**src/rtl/nco_pkg.sv**
```systemverilog
// Shared types for the NCO tone sequencer: FSM states, queued tone entries
// and the NCO control word width.
package nco_pkg;

  localparam int NCO_CTRL_W = 16;

  typedef enum logic [1:0] {
    IDLE = 2'd0,
    LOAD = 2'd1,
    PLAY = 2'd2
  } seq_state_t;

  typedef struct packed {
    logic [NCO_CTRL_W-1:0] control;
    logic [15:0]           duration;
  } tone_entry_t;

endpackage

```
**src/rtl/nco_tone_fifo.sv**
```systemverilog
// First-word-fall-through queue of tone entries; head always shows the
// oldest entry and pop simply advances past it.
module nco_tone_fifo
  import nco_pkg::*;
#(
  parameter int DEPTH = 4
) (
  input  logic                   clk,
  input  logic                   reset,
  input  logic                   push,
  input  tone_entry_t            push_data,
  input  logic                   pop,
  input  logic                   flush,
  output tone_entry_t            head,
  output logic [$clog2(DEPTH):0] count,
  output logic                   full,
  output logic                   empty
);

  localparam int AW = $clog2(DEPTH);
  localparam int CW = AW + 1;

  tone_entry_t     mem_q [DEPTH];
  logic [AW-1:0]   wr_ptr_q, rd_ptr_q;
  logic [CW-1:0]   count_q;
  logic            push_ok, pop_ok;

  assign full    = (count_q == CW'(DEPTH));
  assign empty   = (count_q == '0);
  assign push_ok = push && !full && !flush;
  assign pop_ok  = pop && !empty && !flush;

  always_ff @(posedge clk) begin
    if (push_ok) begin
      mem_q[wr_ptr_q] <= push_data;
    end
  end

  // Pointers wrap naturally because DEPTH is a power of two.
  always_ff @(posedge clk) begin
    if (reset || flush) begin
      wr_ptr_q <= '0;
      rd_ptr_q <= '0;
      count_q  <= '0;
    end else begin
      if (push_ok) wr_ptr_q <= wr_ptr_q + AW'(1);
      if (pop_ok)  rd_ptr_q <= rd_ptr_q + AW'(1);
      case ({push_ok, pop_ok})
        2'b10:   count_q <= count_q + CW'(1);
        2'b01:   count_q <= count_q - CW'(1);
        default: count_q <= count_q;
      endcase
    end
  end

  assign head  = mem_q[rd_ptr_q];
  assign count = count_q;

endmodule

```
**src/rtl/nco_tone_sequencer.sv**
```systemverilog
// Plays queued tones on the NCO: each entry's control word is held for
// duration * TICK_DIV cycles, with the NCO held in reset whenever idle.
module nco_tone_sequencer
  import nco_pkg::*;
#(
  parameter int DEPTH    = 4,
  parameter int TICK_DIV = 1024
) (
  input  logic                   clk,
  input  logic                   reset,
  input  logic                   s_valid,
  output logic                   s_ready,
  input  logic [NCO_CTRL_W-1:0]  s_control,
  input  logic [15:0]            s_duration,
  input  logic                   start,
  input  logic                   abort,
  output logic [NCO_CTRL_W-1:0]  nco_control,
  output logic                   nco_reset,
  output logic                   busy,
  output logic                   tone_done,
  output logic [$clog2(DEPTH):0] fifo_count
);

  localparam int CW     = $clog2(DEPTH) + 1;
  localparam int TICK_W = (TICK_DIV > 1) ? $clog2(TICK_DIV) : 1;
  localparam logic [TICK_W-1:0] TICK_LAST = TICK_W'(TICK_DIV - 1);

  seq_state_t            state_q, state_d;
  logic [NCO_CTRL_W-1:0] ctrl_q, ctrl_d;
  logic [15:0]           unit_q, unit_d;
  logic [TICK_W-1:0]     tick_q, tick_d;
  logic                  nco_reset_q, nco_reset_d;
  logic                  tone_done_q, tone_done_d;

  tone_entry_t           head;
  logic                  fifo_full, fifo_empty;
  logic                  push, pop;
  logic [CW-1:0]         count;

  assign s_ready = !fifo_full && !abort;
  assign push    = s_valid && s_ready;

  nco_tone_fifo #(.DEPTH(DEPTH)) u_fifo (
    .clk       (clk),
    .reset     (reset),
    .push      (push),
    .push_data ({s_control, s_duration}),
    .pop       (pop),
    .flush     (abort),
    .head      (head),
    .count     (count),
    .full      (fifo_full),
    .empty     (fifo_empty)
  );

  always_comb begin
    state_d     = state_q;
    ctrl_d      = ctrl_q;
    unit_d      = unit_q;
    tick_d      = tick_q;
    nco_reset_d = nco_reset_q;
    tone_done_d = 1'b0;
    pop         = 1'b0;

    if (abort) begin
      state_d     = IDLE;
      nco_reset_d = 1'b1;
    end else begin
      case (state_q)
        IDLE: begin
          if (start && !fifo_empty) state_d = LOAD;
        end
        LOAD: begin
          pop = 1'b1;
          if (head.duration != 16'd0) begin
            ctrl_d      = head.control;
            unit_d      = head.duration;
            tick_d      = '0;
            nco_reset_d = 1'b0;
            state_d     = PLAY;
          end else begin
            // Skipped entry: continue only if something remains after this pop.
            tone_done_d = 1'b1;
            if ((count > CW'(1)) || push) begin
              state_d = LOAD;
            end else begin
              state_d     = IDLE;
              nco_reset_d = 1'b1;
            end
          end
        end
        PLAY: begin
          if (tick_q == TICK_LAST) begin
            tick_d = '0;
            if (unit_q == 16'd1) begin
              tone_done_d = 1'b1;
              // nco_reset stays low into LOAD so the phase runs on.
              if ((count != '0) || push) begin
                state_d = LOAD;
              end else begin
                state_d     = IDLE;
                nco_reset_d = 1'b1;
              end
            end else begin
              unit_d = unit_q - 16'd1;
            end
          end else begin
            tick_d = tick_q + TICK_W'(1);
          end
        end
        default: begin
          state_d     = IDLE;
          nco_reset_d = 1'b1;
        end
      endcase
    end
  end

  always_ff @(posedge clk) begin
    if (reset) begin
      state_q     <= IDLE;
      ctrl_q      <= '0;
      unit_q      <= '0;
      tick_q      <= '0;
      nco_reset_q <= 1'b1;
      tone_done_q <= 1'b0;
    end else begin
      state_q     <= state_d;
      ctrl_q      <= ctrl_d;
      unit_q      <= unit_d;
      tick_q      <= tick_d;
      nco_reset_q <= nco_reset_d;
      tone_done_q <= tone_done_d;
    end
  end

  assign nco_control = ctrl_q;
  assign nco_reset   = nco_reset_q;
  assign busy        = (state_q != IDLE);
  assign tone_done   = tone_done_q;
  assign fifo_count  = count;

endmodule

```
**config.mk**
```make
export PLATFORM = sky130hd
export DESIGN_NAME = nco_tone_sequencer
export DESIGN_NICKNAME = d
export VERILOG_FILES = /design/src/rtl/nco_pkg.sv /design/src/rtl/nco_tone_fifo.sv /design/src/rtl/nco_tone_sequencer.sv
export SDC_FILE = /design/constraint.sdc
export NUM_CORES = 1
export LEC_CHECK = 0
export CAP_MARGIN = 20
export CELL_PAD_IN_SITES_DETAIL_PLACEMENT = 1
export CELL_PAD_IN_SITES_GLOBAL_PLACEMENT = 1
export CORE_MARGIN = 2
export CORE_UTILIZATION = 44
export DETAILED_ROUTE_END_ITERATION = 8
export PLACE_DENSITY_LB_ADDON = 0.1
export SYNTH_ARGS = -nofsm -noshare
export SYNTH_HDL_FRONTEND = slang
export SYNTH_SLANG_ARGS = --single-unit
```
**constraint.sdc**
```tcl
create_clock -name clk -period 2.5 [get_ports clk]
set_input_delay 0.5 -clock clk [delete_from_list [all_inputs] [get_ports clk]]
set_output_delay 0.5 -clock clk [all_outputs]
set_load 0.02 [all_outputs]
```
# Word-level counts from Yosys, hierarchy flattened
# Memories as Yosys holds them, arrays and structs flattened. A register that Yosys moved wholly into a read port is not among the register bits.
# Cells that the tools add are included.
# Widths: inputs -> output; s select.
word_totals:
  ff_bits: 53
  mem_bits_rw: 128
  in_bits: 37
  output_inout_bits: 23
  wordCells: 90
  memories: 1
op_classes:
  n_addsub: 6
  magnitude_cmp: 1
  eq_ne: 14
  mux: 31
  bitwise: 2
  n_reduce_logical: 26
memory_table:
  columns: ["name", "depth", "width", "read_ports", "rd_clocked_by_memory_dff", "wr", "line_no", "text"]
  rows:
  - ["u_fifo.mem_q", 4, 32, 1, 1, 1, "nco_tone_fifo.sv:23", "tone_entry_t mem_q [DEPTH];"]
ops:
  columns: ["operator", "n"]
  rows:
  - ["$mux 16", 3]
  - ["$pmux 16 s2", 1]
  - ["$mux 10", 2]
  - ["$pmux 10 s2", 1]
  - ["$eq 16x1->1 const B", 1]
  - ["$reduce_bool 16->1", 1]
  - ["$sub 16x1->16 const B", 1]
  - ["$mux 1", 14]
  - ["$mux 2", 6]
  - ["$ne 2x2->1 const B", 6]
  - ["$add 10x1->10 const B", 1]
  - ["$eq 10x10->1 const B", 1]
  - ["$reduce_and 5->1", 2]
  - ["$reduce_and 3->1", 3]
  - ["$logic_and 1x1->1", 7]
  - ["$pmux 2 s3", 1]
  - ["$pmux 3 s2", 1]
  - ["$reduce_bool 2->1", 3]
  - ["$add 2x1->2 const B", 2]
  - ["$eq 2x1->1 const B", 2]
  - ["$eq 2x2->1 const B", 2]
  - ["$add 3x1->3 const B", 1]
  - ["$eq 3x3->1 const B", 1]
  - ["$gt 3x1->1 const B", 1]
  - ["11 further kinds", 16]

# Longest topological paths before layout
logic_depth:
  word_depth: 9
  ltp_mapped: 10
  depth_no_buf: 9

# Modules after synthesis
# A second synthesis with hierarchy kept.
unflattened:
  cells_unflattened: 541
  hier_area_um2: 7781.2
modules_own_cells:
  columns: ["module", "instances", "cells_each", "area_per_inst_um2", "seq_area_each_um2"]
  rows:
  - ["nco_tone_fifo", 1, 224, 5114.9, 4023.9]
  - ["nco_tone_sequencer", 1, 317, 2666.3, 920.9]

# Worst setup path after synthesis
# OpenSTA, ideal clock, no wires.
synth_timing:
  path_type: "flip-flop to flip-flop"
  startpoint: "register u_fifo.count_q[0], in the netlist u_fifo.count[0]"
  endpoint: "memory u_fifo.mem_q[0][0] in the netlist's numbering (enable)"
  setup_ns: 0.392
  t_arrival_ns: 2.305
  required_ns: 2.108
  path_slack_ns: -0.198
  path_stages_with_launch: 5
  n_path_buf: 0
  period_less_slack_ns: 2.698
  path_cell_list: "dfxtp_1 -> inv_1 -> ha_1 -> a21oi_1 -> and3_1"
synth_via:
  elab_chain_len: 8
synth_rtl:
  columns: ["item", "line_no", "text"]
  rows:
  - ["start: declaration", "nco_tone_fifo.sv:25", "logic [CW-1:0] count_q;"]
  - ["start signal: assignment", "nco_tone_fifo.sv:49", "2'b10: count_q <= count_q + CW'(1);"]
  - ["start signal: assignment", "nco_tone_fifo.sv:50", "2'b01: count_q <= count_q - CW'(1);"]
  - ["start signal: assignment", "nco_tone_fifo.sv:51", "default: count_q <= count_q;"]
  - ["$eq 3x3->1", "nco_tone_fifo.sv:28", "assign full = (count_q == CW'(DEPTH));"]
  - ["$logic_not 1->1", "nco_tone_sequencer.sv:40", "assign s_ready = !fifo_full && !abort;"]
  - ["$logic_and 1x1->1", "nco_tone_sequencer.sv:40", null]
  - ["named net s_ready", "nco_tone_sequencer.sv:12", "output logic s_ready,"]
  - ["$logic_and 1x1->1", "nco_tone_sequencer.sv:41", "assign push = s_valid && s_ready;"]
  - ["$logic_and 1x1->1 (2 in series)", "nco_tone_fifo.sv:30", "assign push_ok = push && !full && !flush;"]
  - ["$mux 1", "nco_tone_fifo.sv:34", "if (push_ok) begin"]
  - ["$mux 1 (not written as such)", "nco_tone_fifo.sv:35", "mem_q[wr_ptr_q] <= push_data;"]
  - ["end: declaration", "nco_tone_fifo.sv:23", null]
# The timed path passes the listed nets, and every way through them passes these cells.

==> key figures <==
Floorplan
  – # IOs: 60
  – Total die area: 18600 µm²
  – Row count: 48
  – Initial Utilization: 44.8%
  – Core area: 17200 µm²
  – Die height: 136 µm
  – Chip Width: 136 µm

STA
  – Final period util: 102%
  – Max frequency: 394 MHz
  – Final setup fails: 4
  – Final Hold Fails: 0
  – Clk_skew: 0.0187 ns
  – Post-layout min period: 2.54 ns
  – Tightest Pin Transition: 0.443 ns
  – Setup slack after layout: -0.0411 ns
  – Slew Limit Fails: 0
  – Slew margin rel.: 70.2%
  – RSZ-0062 raised after global routing: yes

Placement
  – GPL Wtd Cong: 0.824
  – IO buf count: 59
  – Post-DP HPWL: 11.3 mm

Layout
  – Fill cell count: 1671
  – N_diodes: 0
  – Multi-input gate area: 2640 µm²
  – Register Area: 4950 µm²
  – Area grow syn2layout: 24.9%
  – Most common cell after layout, fill and taps aside: edfxtp_1
  – Layout net count: 682
  – Util after Layout: 56.0%
  – Share of cells above drive strength 1: 22.6%
  – Most frequent cells in the layout: edfxtp_1 (128), clkdlybuf4s50_1 (57), dfxtp_1 (53)

Routing
  – DR vias/cell: 5.58
  – Drt drc: 0
  – Final WL: 18.0 mm
  – DR WL/cell: 20.8 µm
  – Final ANT Viol Nets: 0
  – Initial drt markers: 246
  – TritonRoute pass-1 iters: 4
  – Via Count: 4828

Synth
  – Average size of a mapped cell: 14.5 µm²
  – Synthesis Warnings: 0
  – Synth Flop Type: edfxtp_1
  – Unique masters post-synth: 62
  – Flops & latches, synth: 183
  – Net Count, Synth: 584
  – Post-synth ARST share: 0%
  – Synth Cell Area: 7700 µm²
  – Cells after Synth: 531
  – Post-synth EDFFs: 128
  – Sequential element share of the synthesized area: 64.2%

Global routing
  – GRT Overall Usage: 20.0%
  – Initial antenna violation count: 0
  – Global-route wire length before repair: 27.7 mm
  – Largest net degree at the start of global routing: 36
  – Grt ovf: 0
  – Vias in the first global route: 5174

Power
  – PD cells: 632 nW/µm²
  – Leak Pwr: 0.00334 µW
  – Peak VDD IR: 453 µV
  – Pwr Total: 6080 µW

Clocking
  – Clock sink count: 183
  – Clock Latency Late Sink: 0.43 ns
  – CTS tree: yes
  – Root buffer cell: clkbuf_16
  – H-tree lvl count: 4
  – CTS max path bufs: 2
  – TritonCTS Buffers: 17
  – CTS clk-pin slew, worst paths: 0.07 ns

Outcome
  – Failing checks: setup timing
  – Status: complete, but fails checks

Setup path
  – Critical Path Fanout Max: 11
  – Critical path required time: 2.85 ns
  – Cells along the critical path: buf_12 > mux4_2 > nor4_4 > nand4_1 > buf_6 > o21ai_4 > buf_12 > clkbuf_16 > o211ai_1 > o31ai_1
  – Setup CP Type: register to register
  – CP Data Arrival Time: 2.89 ns
  – Setup crit start kind: register
  – Crit path top cell by count: buf_12
  – Crit end category: register
  – CP peak stage delay: 0.56 ns
  – R2R Setup Slk: -0.04 ns
  – Worst path slowest cell: mux4_2

Flow run
  – Max Cap Viol: 0

Worst hold path
  – Worst hold path class: register to register
==> report_power, final <==
group / internal, µW / switching [µW] / total, µW
Clock: 1310 / 1190 / 2500
Sequential: 3280 / 15.3 / 3290
Combinational: 137 / 153 / 290
==> synthesized netlist by cell type (6+ instances only) <==
library cell,count,area (µm²)
inv_1,22,82.6
clkbuf_1,14,52.6
nor2_1,41,154
nor3_1,6,30.0
or4_1,6,45.0
nor4_1,7,43.8
nand3_1,7,35.0
dfxtp_1,55,1100
a21oi_1,30,150
edfxtp_1,128,3840
o21ai_0,14,70.1
a21o_1,6,45.0
mux2i_1,18,180
or3_1,8,50.1
nand2_1,27,101
ha_1,16,200
mux4_2,27,608
and3_1,10,62.6
==> final cells by class <==
type,count,share of cell area [%]
well taps,225,2.93
repair buffers,105,11.8
clock buffers,19,4.50
clock inverters,12,1.12
multi-input cells,300,27.4
inverters,22,0.858
flip-flops and latches,183,51.4
==> registers in the layout (all words and copies together), names as in the netlist, 2 cells and up, named ones only <==
register and cells:
nco_control 16, state_q 2, tick_q 10, u_fifo.count 3, u_fifo.mem_q 128, u_fifo.rd_ptr_q 2, u_fifo.wr_ptr_q 2, unit_q 16
==> metrics by stage <==
| stage | cells | TNS, ns | cell area (µm²) | hold slack [ns] | setup slack, ns |
|---|---|---|---|---|---|
| after floorplan | 531 | 0 | 7710 | 0.448 | 0.0467 |
| after global placement | 826 | -0.785 | 8800 | 0.466 | -0.0889 |
| after detailed placement | 826 | -1.19 | 8800 | 0.475 | -0.0910 |
| after CTS | 862 | -0.0210 | 9460 | 0.463 | -0.00889 |
| after global routing | 866 | -3.17 | 9620 | 0.489 | -0.181 |
| final | 866 | -0.0874 | 9620 | 0.481 | -0.0411 |
==> timing repair <==
| action | 4_1_cts | 5_1_grt |
|---|---|---|
| pin swaps | 2 | 8 |
| cloned | 1 | 3 |
| hold buffers | 0 | 0 |
| endpoints found under the setup margin | 42 | 45 |
| buffers inserted | 4 | 1 |
| resized for setup | 17 | 20 |
==> kinds of logic (layout without fill, tap and decap cells) <==
kind of cell	count (synthesis)	in the layout	synth area share, %
DFF	183	183	64.2
and+or+nand+nor	136	136	9.03
AOI/OAI and AO/OA	93	93	8.37
muxes	50	50	11.9
buffers and inverters	48	158	3.30
adders and majority gates	16	16	2.60
xor gates and xnor gates	5	5	0.569
==> layer usage <==
metal | GRT usage [%] | part of all wire [%] | vias up
met5 | 0 | 0 | -
met4 | 5.67 | 1.6 | 0
met3 | 4.74 | 3.7 | 23
met2 | 35.0 | 53 | 95
met1 | 24.7 | 42 | 2469
li1 | - | - | 2241
==> worst max-delay path, delay by kind of cell (launching register included) <==
| kind | cells | cell delay (ns) |
|---|---|---|
| compound gates | 3 | 0.41 |
| simple gates | 2 | 0.46 |
| mux | 1 | 0.56 |
| buf+inv | 4 | 0.62 |
| flops | 1 | 0.39 |
==> worst paths after layout <==
| kind | startpoint | to | depth (start not counted) |
|---|---|---|---|
| hold / removal | tick_q[0] | tick_q[0] | 2 |
| setup / recovery | register | unit_q[6] | 10 |
| setup reg to reg | register | unit_q[6] | 10 |
| hold reg to reg | tick_q[0] | tick_q[0] | 2 |
(Power assumes the default switching activity.)
